### config.mk
export PLATFORM = sky130hd
export DESIGN_NAME = nibble_mux_arbiter
export DESIGN_NICKNAME = d
export VERILOG_FILES = /design/src/rtl/nibble_mux_arbiter.sv
export SDC_FILE = /design/constraint.sdc
export NUM_CORES = 1
export LEC_CHECK = 0
export CORE_MARGIN = 3
export CORE_UTILIZATION = 50
export CTS_CLUSTER_SIZE = 28
export DETAILED_ROUTE_END_ITERATION = 8
export GPL_ROUTABILITY_DRIVEN = 1
export GPL_TIMING_DRIVEN = 1
export PLACE_DENSITY = 0.88
export SYNTH_ARGS = -nofsm -noshare
export SYNTH_HDL_FRONTEND = slang
export SYNTH_SLANG_ARGS = --single-unit
export TNS_END_PERCENT = 50
### constraint.sdc
create_clock -name clk -period 3 [get_ports clk]
set_input_delay 0.6 -clock clk [delete_from_list [all_inputs] [get_ports clk]]
set_output_delay 0.6 -clock clk [all_outputs]
set_load 0.01 [all_outputs]
### src/rtl/nibble_mux_arbiter.sv
// rtl/nibble_mux_arbiter.sv - round-robin arbiter sharing one 4-bit 2:1 mux between two valid/ready sources

module mux_2_1_4_bits (
  input  logic [3:0] x,
  input  logic [3:0] y,
  input  logic       s,
  output logic [3:0] m
);

  // s=0 selects the X leg, s=1 the Y leg
  assign m = s ? y : x;

endmodule

module nibble_mux_arbiter #(
  parameter int DWELL = 4
) (
  input  logic       clk,
  input  logic       rst,
  input  logic       a_valid,
  input  logic [3:0] a_data,
  output logic       a_ready,
  input  logic       b_valid,
  input  logic [3:0] b_data,
  output logic       b_ready,
  output logic       m_valid,
  output logic [3:0] m_data,
  input  logic       m_ready,
  output logic       sel,
  output logic       grant_a,
  output logic       grant_b
);

  localparam int CW = (DWELL > 1) ? $clog2(DWELL) : 1;
  localparam logic [CW-1:0] CNT_MAX = CW'(DWELL - 1);

  typedef enum logic [1:0] {
    IDLE  = 2'd0,
    OWN_A = 2'd1,
    OWN_B = 2'd2
  } state_t;

  state_t        state;
  state_t        state_nxt;
  logic [CW-1:0] cnt;
  logic          last_b;
  logic          acc;
  logic          xfer;
  logic          dwell_done;
  logic [3:0]    mux_m;

  mux_2_1_4_bits u_mux (
    .x (a_data),
    .y (b_data),
    .s (sel),
    .m (mux_m)
  );

  // The output stage can take a nibble when empty or being drained this cycle
  assign acc        = ~m_valid | m_ready;
  assign a_ready    = grant_a & acc;
  assign b_ready    = grant_b & acc;
  assign xfer       = (a_valid & a_ready) | (b_valid & b_ready);
  assign dwell_done = xfer & (cnt == CNT_MAX);

  // Next owner from current-cycle valids; the owner keeps the mux until its dwell expires or it goes quiet
  always_comb begin
    state_nxt = state;
    case (state)
      IDLE: begin
        if (a_valid && b_valid) state_nxt = last_b ? OWN_A : OWN_B;
        else if (a_valid)       state_nxt = OWN_A;
        else if (b_valid)       state_nxt = OWN_B;
        else                    state_nxt = IDLE;
      end
      OWN_A: begin
        if ((dwell_done && b_valid) || (!a_valid && b_valid)) state_nxt = OWN_B;
        else if (!a_valid && !b_valid)                        state_nxt = IDLE;
        else                                                  state_nxt = OWN_A;
      end
      OWN_B: begin
        if ((dwell_done && a_valid) || (!b_valid && a_valid)) state_nxt = OWN_A;
        else if (!b_valid && !a_valid)                        state_nxt = IDLE;
        else                                                  state_nxt = OWN_B;
      end
      default: state_nxt = IDLE;
    endcase
  end

  // Arbiter state, registered grant/select outputs, dwell counter and output stage
  always_ff @(posedge clk or posedge rst) begin
    if (rst) begin
      state   <= IDLE;
      last_b  <= 1'b1;
      cnt     <= '0;
      sel     <= 1'b0;
      grant_a <= 1'b0;
      grant_b <= 1'b0;
      m_valid <= 1'b0;
      m_data  <= 4'h0;
    end else begin
      state   <= state_nxt;
      sel     <= (state_nxt == OWN_B);
      grant_a <= (state_nxt == OWN_A);
      grant_b <= (state_nxt == OWN_B);

      if (state == OWN_A)      last_b <= 1'b0;
      else if (state == OWN_B) last_b <= 1'b1;

      if (state_nxt != state)          cnt <= '0;
      else if (xfer && cnt != CNT_MAX) cnt <= cnt + CW'(1);

      if (xfer) begin
        m_data  <= mux_m;
        m_valid <= 1'b1;
      end else if (m_ready) begin
        m_valid <= 1'b0;
      end
    end
  end

endmodule

# --- Yosys cells after proc, flatten, opt, wreduce, memory -nomap -nowiden ---
# Cells that the tools add are included.
op_classes:
  n_addsub: 1
  eq_ne: 7
  muxes: 16
  bitwise_logic: 8
  n_reduce_logical: 15
ops:
  columns: ["op", "count"]
  rows:
  - ["2-bit 2-to-1 mux", 9]
  - ["1-bit logical AND", 7]
  - ["2-bit == test, second input constant", 3]
  - ["2-bit case mux with 3 select lines", 1]
  - ["2-bit nonzero test", 3]
  - ["1-bit bitwise AND", 5]
  - ["1-bit 2-to-1 mux", 5]
  - ["2-bit by 1-bit == test with 1-bit output, second input constant", 2]
  - ["4-bit 2-to-1 mux", 1]
  - ["2-bit by 1-bit adder with 2-bit output, second input constant", 1]
  - ["1-bit logical NOT", 2]
  - ["2-bit logical NOT", 1]
  - ["1-bit logical OR", 2]
  - ["2-bit != test", 1]
  - ["2-bit != test, second input constant", 1]
  - ["1-bit bitwise OR", 2]
  - ["1-bit inverter", 1]
word_totals:
  reg_bits: 12
  elab_cells: 54

# --- Depth between registers and ports, before layout ---
# Gate-level depths: netlist (run 1).
logic_depth:
  depth_word: 12
  mapped_depth: 8
  depth_no_buf: 8

# --- Modules after synthesis ---
# Synthesis (run 1) repeated with hierarchy kept, for this count alone.
hier_totals:
  hier_cells: 79
  hier_area_um2: 820.8
by_module_without_submodules:
  columns: ["mod", "n_inst", "cells_each", "area_each_um2", "seq_area_each_um2"]
  rows:
  - ["nibble_mux_arbiter", 1, 75, 775.7, 301.5]
  - ["mux_2_1_4_bits", 1, 4, 45.0, 0.0]

# --- Worst setup path after synthesis (run 1) ---
# Ideal clock, no wire load.
synth_timing:
  path_type: "in2reg"
  startpoint: "in m_ready"
  endpoint: "reg cnt[0]"
  setup_time_ns: 0.126
  arrival_ns: 1.874
  t_required_ns: 2.874
  path_slack_ns: 0.999
  cell_stages: 6
  path_cell_list: "and2b_1 o311ai_1 o211ai_2 xnor2_1 nor4_1 a221o_2"
synth_via:
  elab_chain_cells: 11
  word_cells_on_any_way: 18
  cone_classes: "1 x eq/ne; 4 x mux; 7 x bitwise; 6 x reduce/logical"
synth_rtl:
  columns: ["element", "line_no", "rtl"]
  rows:
  - ["start: declaration", "28", "input logic m_ready,"]
  - ["1-bit bitwise OR *", "60", "assign acc = ~m_valid | m_ready;"]
  - ["1-bit bitwise AND, on equally long branches", "61, 62", null]
  - ["1-bit bitwise AND", "63", "assign xfer = (a_valid & a_ready) | (b_valid & b_ready);"]
  - ["1-bit bitwise OR *", "63", null]
  - ["1-bit bitwise AND", "64", "assign dwell_done = xfer & (cnt == CNT_MAX);"]
  - ["1-bit logical AND, on equally long branches", "82, 77", null]
  - ["1-bit logical OR, on equally long branches", "82, 77", null]
  - ["2-bit 2-to-1 mux, on equally long branches", "82, 77", null]
  - ["2-bit case mux with 3 select lines", "69", "case (state)"]
  - ["2-bit != test", "110", "if (state_nxt != state) cnt <= '0;"]
  - ["2-bit 2-to-1 mux / 2-bit nonzero test (equally long branches)", null, null]
  - ["end signal: assignment", "111", "else if (xfer && cnt != CNT_MAX) cnt <= cnt + CW'(1);"]
  - ["end: declaration", "45", "logic [CW-1:0] cnt;"]
# Mark *: on every way between the ends. The rest lies on a longest branch, timed or not.
# A chain may end at the register's enable or synchronous reset.

# --- Worst setup path in the final report (run 1) ---
layout_timing:
  startpoint: "in m_ready"
  endpoint: "out b_ready"
layout_via:
  elab_chain_cells: 2
layout_rtl:
  columns: ["element", "line_no", "rtl"]
  rows:
  - ["1-bit bitwise OR", "60", null]
  - ["1-bit bitwise AND", "62", "assign b_ready = grant_b & acc;"]
  - ["end: declaration", "25", "output logic b_ready,"]
# Every way passes these cells.

==> results of run 1 <==
==> cell usage in the layout (no fill, tap or decap), types with 2 or more instances in the layout <==
master	instances
nor3_1	3
clkbuf_4	3
clkdlybuf4s50_1	22
dfrtp_1	11
ha_1	5
nor2_1	12
and2_1	3
mux2i_1	5
o31a_1	2
a21oi_1	5
nand2_1	5
xnor2_1	2
nor2b_1	2
inv_1	6
o21ai_0	2
==> cells by family after synthesis <==
kind of cell    synth area share, %
mux                            6.04
fa+ha+maj                      7.55
flops                          36.4
buf+inv                        4.98
xor+xnor                       2.12
simple gates                   19.8
compound gates                 23.1
==> cells in the mapped netlist (all sizes together) <==
cell	instances
a2111oi	1
a21bo	1
a21boi	1
a21oi	5
a221o	1
a22oi	2
a31oi	1
and2	4
and2b	1
buf	2
dfrtp	11
dfstp	1
ha	5
inv	6
mux2i	5
nand2	5
nand2b	1
nand3	1
nor2	12
nor2b	2
nor3	4
nor4	1
o211a	1
o211ai	1
o21ai	2
o311ai	1
o31a	2
o41a	1
or3	1
xnor2	2
==> power groups by stage <==
| stage | Clock, mW | Combinational [mW] | Sequential, mW |
|---|---|---|---|
| 2_1_floorplan | 0 | 0.367 | 0.314 |
| 3_3_place_gp | 0 | 0.548 | 0.312 |
| 3_5_place_dp | 0 | 0.569 | 0.317 |
| 4_1_cts | 0.136 | 0.571 | 0.313 |
| 5_1_grt | 0.142 | 0.626 | 0.323 |
| 6_report | 0.130 | 0.569 | 0.313 |
==> cell type report <==
class                   instances  area, um2  share of cell area [%]
clock buffers                   4       36.3                    3.34
inverters                       6       22.5                    2.07
multi-input cells              64        485                    44.7
flip-flops and latches         12        302                    27.8
well taps                      16       20.0                    1.84
repair buffers                 22        220                    20.3
==> flip-flops by register name, indices dropped and copies added (netlist names) <==
signal / count
last_b: 1
cnt: 2
m_valid: 1
grant_b: 1
state: 2
m_data: 4
grant_a: 1
==> routing by layer <==
layer	vias to the layer above	routed length (um)
met5	-	0
met4	0	58
li1	342	-
met2	26	862
met3	9	85
met1	331	765
==> through the flow <==
stage | instance area [um2] | instances
final | 1090 | 124
after global routing | 1090 | 124
after CTS | 1090 | 124
after detailed placement | 1050 | 120
after global placement | 1050 | 120
after floorplan | 828 | 84
==> worst register-to-register path, delay by kind of cell, from the launching register on <==
| family | cells | cell delay (ns) |
|---|---|---|
| AOI/OAI and AO/OA | 3 | 0.88 |
| DFF | 1 | 0.46 |
| adders and majority gates | 1 | 0.28 |
| xor gates and xnor gates | 1 | 0.23 |
| buffers and inverters | 1 | 0.18 |
| and+or+nand+nor | 2 | 0.17 |
==> worst min path at each step <==
| stage | startpoint | endpoint | slack [ns] | depth (start not counted) |
|---|---|---|---|---|
| finish | last_b | last_b | 0.54 | 2 |
| global route | last_b | last_b | 0.57 | 2 |
| CTS | last_b | last_b | 0.54 | 2 |
| detailed placement | last_b | last_b | 0.52 | 2 |
| global placement | m_data[0] | m_data[0] | 0.51 | 2 |
| floorplan | rst | cnt[0] | 0.46 | 1 |
==> results.py, run 1 <==
metrics = {
    "outcome": {
        "status": "complete, no violations",
    },
    "placed_design": {
        "place_ws_ns": 0.309,
        "dpl.hpwl_um": 1450,
        "gp_congestion": 0.874,
        "port-buffer-count": 22,
    },
    "global_routing": {
        "grt-ovfl-total": 0,
        "grt_use_met3_pct": 1.56,
        "met1_usage_pct": 23.2,
        "grtUsageMet2_pct": 29.1,
        "grt_busiest_layer": "met2",
        "grtUsageTotal_pct": 18.5,
        "grt_pass1_wl_um": 2780,
        "grt_pass1_vias": 664,
        "grt_max_degree": 13,
        "antenna_found_initial": 0,
    },
    "timing": {
        "fin_crit_sh_pct": 83.4,
        "rsz0062_at_grt": "no",
        "finClkSkew_ns": 0.00810,
        "setup_ws_ns": 0.499,
        "final-setup-viol-count": 0,
        "worst_pin_slew_ns": 0.516,
        "fmax_ghz": 0.400,
        "finalSetupTns_ns": 0,
        "relSlewSlack_pct": 65.5,
        "hold_violations": 0,
        "drv_slew": 0,
        "min_period_ns": 2.50,
        "worst_hold_slack_ns": 0.536,
    },
    "critical_path": {
        "worst-path-max-fanout": 4,
        "path_cells": "clkdlybuf4s50_1, nand2b_1, and2_2, clkdlybuf4s50_1",
        "cp.required_ns": 2.40,
        "worstSetupPathType": "primary input to output port",
        "critPathArrivalTime_ns": 1.90,
        "crit_slowest_cell": "clkdlybuf4s50_1",
        "cp-endpoint": "b_ready",
        "startpoint_type": "primary input",
        "cp_common_cell": "clkdlybuf4s50_1",
        "r2r-start": "state[0]",
        "critical_path.top_delay_family": "buffers and inverters",
        "worst-path-buf-inv": 2,
        "r2r-end": "cnt[0]",
        "worstSetupEndpointType": "output port",
        "reg2reg_slack_ns": 0.72,
        "slowest_delay_ns": 0.52,
        "cp_num_cells": 4,
        "r2r_cells": 8,
        "cp-startpoint": "m_ready",
    },
    "die": {
        "core_um2": 1540,
        "fp.dieW_um": 46.7,
        "rows": 14,
        "num_io_pins": 23,
        "start_util_pct": 53.7,
        "dieArea_um2": 2180,
        "die_height_um": 46.7,
    },
    "logic_synthesis": {
        "synth_area_per_cell_um2": 9.86,
        "ys_warn_count": 0,
        "yosysTopAreaCell": "dfrtp_1",
        "synth_top_area_share_pct": 33.2,
        "ys_types": 34,
        "netlist_area_um2": 828,
        "yosysSeqAreaShare_pct": 36.4,
        "syn_nets": 102,
        "synth.area.top_cells": "dfrtp_1, ha_1, mux2i_1",
        "synth_cells": 84,
        "synth-seq-cells": 12,
    },
    "power_and_ir_drop": {
        "switchingPower_mw": 0.422,
        "pwr-share-clk_pct": 12.8,
        "p_comb_share_pct": 56.2,
        "powerDensity_nw_per_um2": 931,
        "power_mw": 1.01,
        "irDropWorstVdd_mv": 0.437,
        "p_sw_share_pct": 41.7,
        "power.leakage_nw": 0.469,
        "seq_power_share_pct": 31.0,
        "internal-power_mw": 0.590,
    },
    "route": {
        "drc": 0,
        "ant_nets": 0,
        "wl_um": 1770,
        "viasPerCell": 5.71,
        "drt_iter0_drc": 31,
        "num_vias": 708,
        "drt-pass1-iter-count": 4,
        "wire_per_inst_um": 14.3,
    },
    "layout": {
        "drive_above_1_share_pct": 12.0,
        "n_antenna_cell": 0,
        "fin_nets": 127,
        "nFillCells": 116,
        "syn2layout_area_growth_pct": 31.1,
        "fin_util_pct": 70.5,
    },
    "min_path": {
        "hp-class": "flip-flop to flip-flop",
    },
    "clocking": {
        "clk_root_buffer_cell": "clkbuf_4",
        "clkSinkCount": 12,
        "postCtsSetupBuffers": 0,
        "clock_latency_ns": 0.28,
        "ctsHtreeMaxLevel": 1,
        "cts-resized-gates": 0,
        "cts.clk_slew.worst_paths_ns": 0.08,
        "cts_made_buffers": 3,
        "cts_tree": "done",
        "postCtsHoldBufs": 0,
        "max-clock-path-buffers": 2,
    },
    "job": {
        "drv_cap": 0,
    },
}
Note: power is estimated with default switching activity, not from simulation.
==> run 2: changes to the inputs <==
--- a/config.mk
+++ b/config.mk
@@ -6,12 +6,12 @@
 export NUM_CORES = 1
 export LEC_CHECK = 0
 export CORE_MARGIN = 3
-export CORE_UTILIZATION = 50
+export CORE_UTILIZATION = 42
 export CTS_CLUSTER_SIZE = 28
 export DETAILED_ROUTE_END_ITERATION = 8
 export GPL_ROUTABILITY_DRIVEN = 1
 export GPL_TIMING_DRIVEN = 1
-export PLACE_DENSITY = 0.88
+export PLACE_DENSITY = 0.79
 export SYNTH_ARGS = -nofsm -noshare
 export SYNTH_HDL_FRONTEND = slang
 export SYNTH_SLANG_ARGS = --single-unit
==> constraint.sdc (replaced) <==
create_clock -name clk -period 2.1 [get_ports clk]
set_input_delay 0.42 -clock clk [delete_from_list [all_inputs] [get_ports clk]]
set_output_delay 0.42 -clock clk [all_outputs]
set_load 0.01 [all_outputs]
==> run 2 against run 1 <==
Compared with the run above:
- via count is 13% higher
- critical path depth is 2 higher
- clock power is 43% higher
- combinational power is 100% higher
- register-to-register slack worse by 0.67 ns
- cell count is 23% higher
- critical path type is now flip-flop to flip-flop
- critical endpoint is now cnt[1]
- largest power group unchanged
==> results.py, run 2 (synthesis gave the netlist of run 1 again) <==
metrics = {
    "layout": {
        "n_antenna_cell": 0,
        "fin_nets": 147,
        "top_register": "m_data",
        "layout_common_cells": "buf_4, clkdlybuf4s50_1, nor2_1, dfrtp_1",
        "fin_util_pct": 71.6,
        "drive_above_1_share_pct": 29.7,
        "layout_commonest_cell": "buf_4",
        "largest_register_ff_count": 4,
        "syn2layout_area_growth_pct": 55.7,
        "final_area_um2": 1290,
        "top_regs": "m_data x4, cnt x2, state x2",
    },
    "global_routing": {
        "grt_pass1_vias": 698,
        "antenna_found_initial": 0,
        "grtUsageTotal_pct": 15.7,
        "grt-ovfl-total": 0,
        "grt_max_degree": 13,
        "grt_pass1_wl_um": 2980,
    },
    "critical_path": {
        "slowest_delay_ns": 0.54,
        "worstSetupEndpointType": "flip-flop",
        "reg2reg_slack_ns": 0.05,
        "r2r-end": "cnt[1]",
        "startpoint_type": "flip-flop",
        "crit_slowest_cell": "o41a_1",
        "path_cells": "buf_4, ha_1, o41a_1, a2111oi_4, a22oi_2, a21bo_1",
        "worstSetupPathType": "flip-flop to flip-flop",
        "critical_path.top_delay_family": "compound AO/OA/AOI/OAI gates",
        "cp.required_ns": 2.32,
        "r2r-start": "state[0]",
        "worst-path-max-fanout": 5,
        "r2r_cells": 6,
        "critPathArrivalTime_ns": 2.27,
        "worst-path-buf-inv": 1,
    },
    "timing": {
        "fin_crit_sh_pct": 97.6,
        "min_period_ns": 2.05,
        "final-setup-viol-count": 0,
        "relSlewSlack_pct": 69.5,
        "fmax_ghz": 0.488,
        "worst_pin_slew_ns": 0.456,
        "finClkSkew_ns": 0.00407,
        "finalSetupTns_ns": 0,
        "setup_ws_ns": 0.0510,
        "drv_slew": 0,
        "hold_violations": 0,
    },
    "route": {
        "wl_um": 2140,
        "drc": 0,
        "wire_per_inst_um": 14.0,
        "viasPerCell": 5.22,
        "ant_nets": 0,
        "drt_iter0_drc": 16,
        "num_vias": 799,
        "drt-pass1-iter-count": 4,
    },
    "clocking": {
        "clock_latency_ns": 0.28,
        "clkSinkCount": 12,
        "cts_made_buffers": 3,
        "max-clock-path-buffers": 2,
        "cts_tree": "done",
        "clk_root_buffer_cell": "clkbuf_4",
        "cts.clk_slew.worst_paths_ns": 0.08,
        "ctsHtreeMaxLevel": 1,
    },
    "outcome": {
        "status": "complete, no violations",
    },
    "power_and_ir_drop": {
        "power_mw": 1.74,
        "switchingPower_mw": 0.699,
        "irDropWorstVdd_mv": 0.775,
        "p_comb_share_pct": 65.5,
        "powerDensity_nw_per_um2": 1350,
        "power.leakage_nw": 0.602,
        "pwr-share-clk_pct": 10.7,
        "seq_power_share_pct": 23.8,
        "p_sw_share_pct": 40.2,
        "internal-power_mw": 1.04,
    },
    "die": {
        "num_io_pins": 23,
        "dieArea_um2": 2540,
        "start_util_pct": 46.0,
        "core_um2": 1800,
        "die_height_um": 50.4,
        "rows": 15,
        "fp.dieW_um": 50.4,
    },
    "placed_design": {
        "port-buffer-count": 22,
        "place_area_um2": 1180,
        "gp_congestion": 0.891,
        "dpl.hpwl_um": 1560,
        "place_ws_ns": -0.346,
    },
    "job": {
        "drv_cap": 0,
    },
    "min_path": {
        "hp-class": "primary input to asynchronous set/reset pin",
    },
}
run 2: stage by stage:
step           std cells  hold slack [ns]
6_report             153            0.441
3_3_place_gp         145            0.510
4_1_cts              149            0.461
3_5_place_dp         145            0.517
2_1_floorplan         84            0.284
5_1_grt              153            0.473
run 2: timing repair:
action | CTS | global route
endpoints found under the setup margin | 4 | 2
hold buffers | 0 | 0
setup buffers | 0 | 4
gates resized for setup | 3 | 11
endpoints found under the hold margin | 0 | 0
pin swaps | 0 | 5
run 2: power by group through the flow:
stage,Sequential [mW],Clock [mW],Combinational [mW]
global route,0.423,0.204,1.23
detailed placement,0.412,0,1.02
floorplan,0.448,0,0.524
global placement,0.408,0,0.997
CTS,0.410,0.194,1.02
finish,0.415,0.186,1.14
run 2: worst max-delay path by stage:
stage              from     end  slack [ns]  depth (start not counted)
3_3_place_gp    a_valid  cnt[0]       -0.32                          8
3_5_place_dp    a_valid  cnt[1]       -0.35                          9
2_1_floorplan  state[0]  cnt[0]        0.12                          8
6_report       state[0]  cnt[1]        0.05                          6
5_1_grt        state[1]  cnt[1]       -0.02                         10
4_1_cts         m_ready  cnt[1]       -0.05                          8
run 2: area by class of cell:
class,count,area (um2)
flip-flops and latches,12,302
multi-input cells,64,523
repair buffers,42,375
clock buffers,4,36.3
inverters,6,22.5
well taps,25,31.3
fillers,140,512
run 2: per-layer routing:
| metal | vias to the layer above | share of wire (%) | GRT usage [%] |
|---|---|---|---|
| met5 | - | 0 | 0 |
| met4 | 0 | 1.8 | 5.38 |
| met3 | 5 | 3.5 | 3.56 |
| met2 | 24 | 53 | 27.6 |
| met1 | 387 | 42 | 18.5 |
| li1 | 383 | - | - |
==> run 3: changes to the inputs <==
--- a/config.mk
+++ b/config.mk
@@ -5,8 +5,10 @@
 export SDC_FILE = /design/constraint.sdc
 export NUM_CORES = 1
 export LEC_CHECK = 0
+export CORE_ASPECT_RATIO = 1.1
 export CORE_MARGIN = 3
 export CORE_UTILIZATION = 42
+export CTS_CLUSTER_DIAMETER = 100
 export CTS_CLUSTER_SIZE = 28
 export DETAILED_ROUTE_END_ITERATION = 8
 export GPL_ROUTABILITY_DRIVEN = 1
==> run 3 against run 2 <==
Compared with the run above:
- non-clock buffer count is 1 lower
- setup slack better by 0.0099 ns
- core utilization is 0.58 points lower
- design area up 0.29%
- via count down 1.6%
- global-route usage rose by 0.61 points
- power down 1.1%
- largest cell class unchanged
- largest power group unchanged
==> results.py, run 3 (synthesis gave the netlist of run 1 again) <==
metrics = {
    "outcome": {
        "status": "complete, no violations",
    },
    "global_routing": {
        "grt_pass1_wl_um": 3220,
        "grt_max_degree": 13,
        "grtUsageTotal_pct": 16.3,
        "grt-ovfl-total": 0,
        "antenna_found_initial": 0,
        "grt_pass1_vias": 722,
    },
    "clocking": {
        "max-clock-path-buffers": 2,
        "postCtsHoldBufs": 0,
        "clkSinkCount": 12,
        "clock_latency_ns": 0.28,
        "cts.clk_slew.worst_paths_ns": 0.08,
        "clk_root_buffer_cell": "clkbuf_4",
        "cts_tree": "done",
        "ctsHtreeMaxLevel": 1,
        "cts_made_buffers": 3,
    },
    "layout": {
        "fin_util_pct": 71.0,
        "layout_common_cells": "buf_4, clkdlybuf4s50_1, nor2_1, dfrtp_1",
        "layout_commonest_cell": "buf_4",
        "fin_cells": 154,
        "multi_input_area_um2": 532,
        "syn2layout_area_growth_pct": 56.2,
        "final_area_um2": 1290,
        "seq_area_um2": 302,
        "nFillCells": 140,
        "fin_nets": 146,
        "top_regs": "m_data x4, cnt x2, state x2",
        "largest_register_ff_count": 4,
        "drive_above_1_share_pct": 32.3,
        "top_register": "m_data",
        "n_antenna_cell": 0,
    },
    "placed_design": {
        "place_area_um2": 1180,
        "dpl.hpwl_um": 1550,
        "gp_congestion": 0.818,
        "port-buffer-count": 22,
        "dp.cells": 146,
        "place_ws_ns": -0.299,
    },
    "route": {
        "wire_per_inst_um": 13.9,
        "num_vias": 786,
        "viasPerCell": 5.10,
        "drt_iter0_drc": 12,
        "wl_um": 2140,
        "ant_nets": 0,
        "drc": 0,
        "drt-pass1-iter-count": 4,
    },
    "timing": {
        "fin_crit_sh_pct": 97.1,
        "hold_violations": 0,
        "worst_pin_slew_ns": 0.444,
        "min_period_ns": 2.04,
        "final-setup-viol-count": 0,
        "worst_hold_slack_ns": 0.431,
        "relSlewSlack_pct": 70.4,
        "fmax_ghz": 0.490,
        "finClkSkew_ns": 0.00755,
        "setup_ws_ns": 0.0608,
        "drv_slew": 0,
        "finalSetupTns_ns": 0,
    },
    "critical_path": {
        "r2r-end": "cnt[1]",
        "cp-endpoint": "cnt[1]",
        "reg2reg_slack_ns": 0.06,
        "cp-startpoint": "state[0]",
        "cp_num_cells": 10,
        "startpoint_type": "flip-flop",
        "r2r_cells": 10,
        "critical_path.top_delay_family": "compound AO/OA/AOI/OAI gates",
        "worst-path-max-fanout": 3,
        "worstSetupPathType": "flip-flop to flip-flop",
        "critPathArrivalTime_ns": 2.27,
        "path_cells": "inv_2, ha_2, nand2_1, o311ai_2, buf_4, o211ai_4, buf_6, a2111oi_4, a22oi_2, a21bo_1",
        "cp.required_ns": 2.33,
        "r2r-start": "state[0]",
        "worstSetupEndpointType": "flip-flop",
        "slowest_delay_ns": 0.40,
        "worst-path-buf-inv": 3,
        "crit_slowest_cell": "dfrtp_1",
    },
    "power_and_ir_drop": {
        "switchingPower_mw": 0.698,
        "pwr-share-clk_pct": 11.0,
        "powerDensity_nw_per_um2": 1330,
        "seq_power_share_pct": 24.4,
        "p_comb_share_pct": 64.7,
        "p_sw_share_pct": 40.5,
        "irDropWorstVdd_mv": 0.883,
        "power_mw": 1.72,
        "internal-power_mw": 1.02,
        "power.leakage_nw": 0.598,
    },
    "die": {
        "start_util_pct": 45.5,
        "rows": 16,
        "fp.dieW_um": 48.3,
        "num_io_pins": 23,
        "dieArea_um2": 2540,
        "core_um2": 1820,
        "die_height_um": 52.6,
    },
    "min_path": {
        "hp-class": "primary input to asynchronous set/reset pin",
    },
    "job": {
        "drv_cap": 0,
    },
}
run 3: cell type report:
class	count	area share [%]
clock buffer	4	2.80
multi-input combinational	64	41.1
inverter	6	1.74
sequential	12	23.3
tap	27	2.61
timing repair buffer	41	28.4
run 3: what timing repair did:
action / 4_1_cts / 5_1_grt
setup buffers: 0 / 4
resized for setup: 6 / 12
setup endpoints to repair: 4 / 2
pin swaps: 1 / 4
run 3: worst min-delay path by stage:
| stage | start | depth (start not counted) | to | slack, ns |
|---|---|---|---|---|
| detailed placement | last_b | 2 | last_b | 0.52 |
| finish | rst | 2 | state[1] | 0.43 |
| floorplan | rst | 1 | cnt[0] | 0.28 |
| global placement | m_data[1] | 2 | m_data[1] | 0.51 |
| CTS | rst | 2 | state[1] | 0.45 |
| global route | rst | 2 | m_data[0] | 0.48 |
run 3: metal layers:
metal  vias up  track usage (%)  wire length (um)
met5         -                0                 0
met4         0             6.16                23
met3         2             1.71               105
met2        31             29.8              1150
met1       370             19.9               855
li1        383                -                 -
run 3: power by group through the flow:
| stage | Sequential [mW] | Clock [mW] | Combinational, mW |
|---|---|---|---|
| 2_1_floorplan | 0.448 | 0 | 0.524 |
| 3_3_place_gp | 0.411 | 0 | 0.964 |
| 3_5_place_dp | 0.417 | 0 | 0.989 |
| 4_1_cts | 0.417 | 0.194 | 1.00 |
| 5_1_grt | 0.432 | 0.204 | 1.21 |
| 6_report | 0.420 | 0.189 | 1.11 |
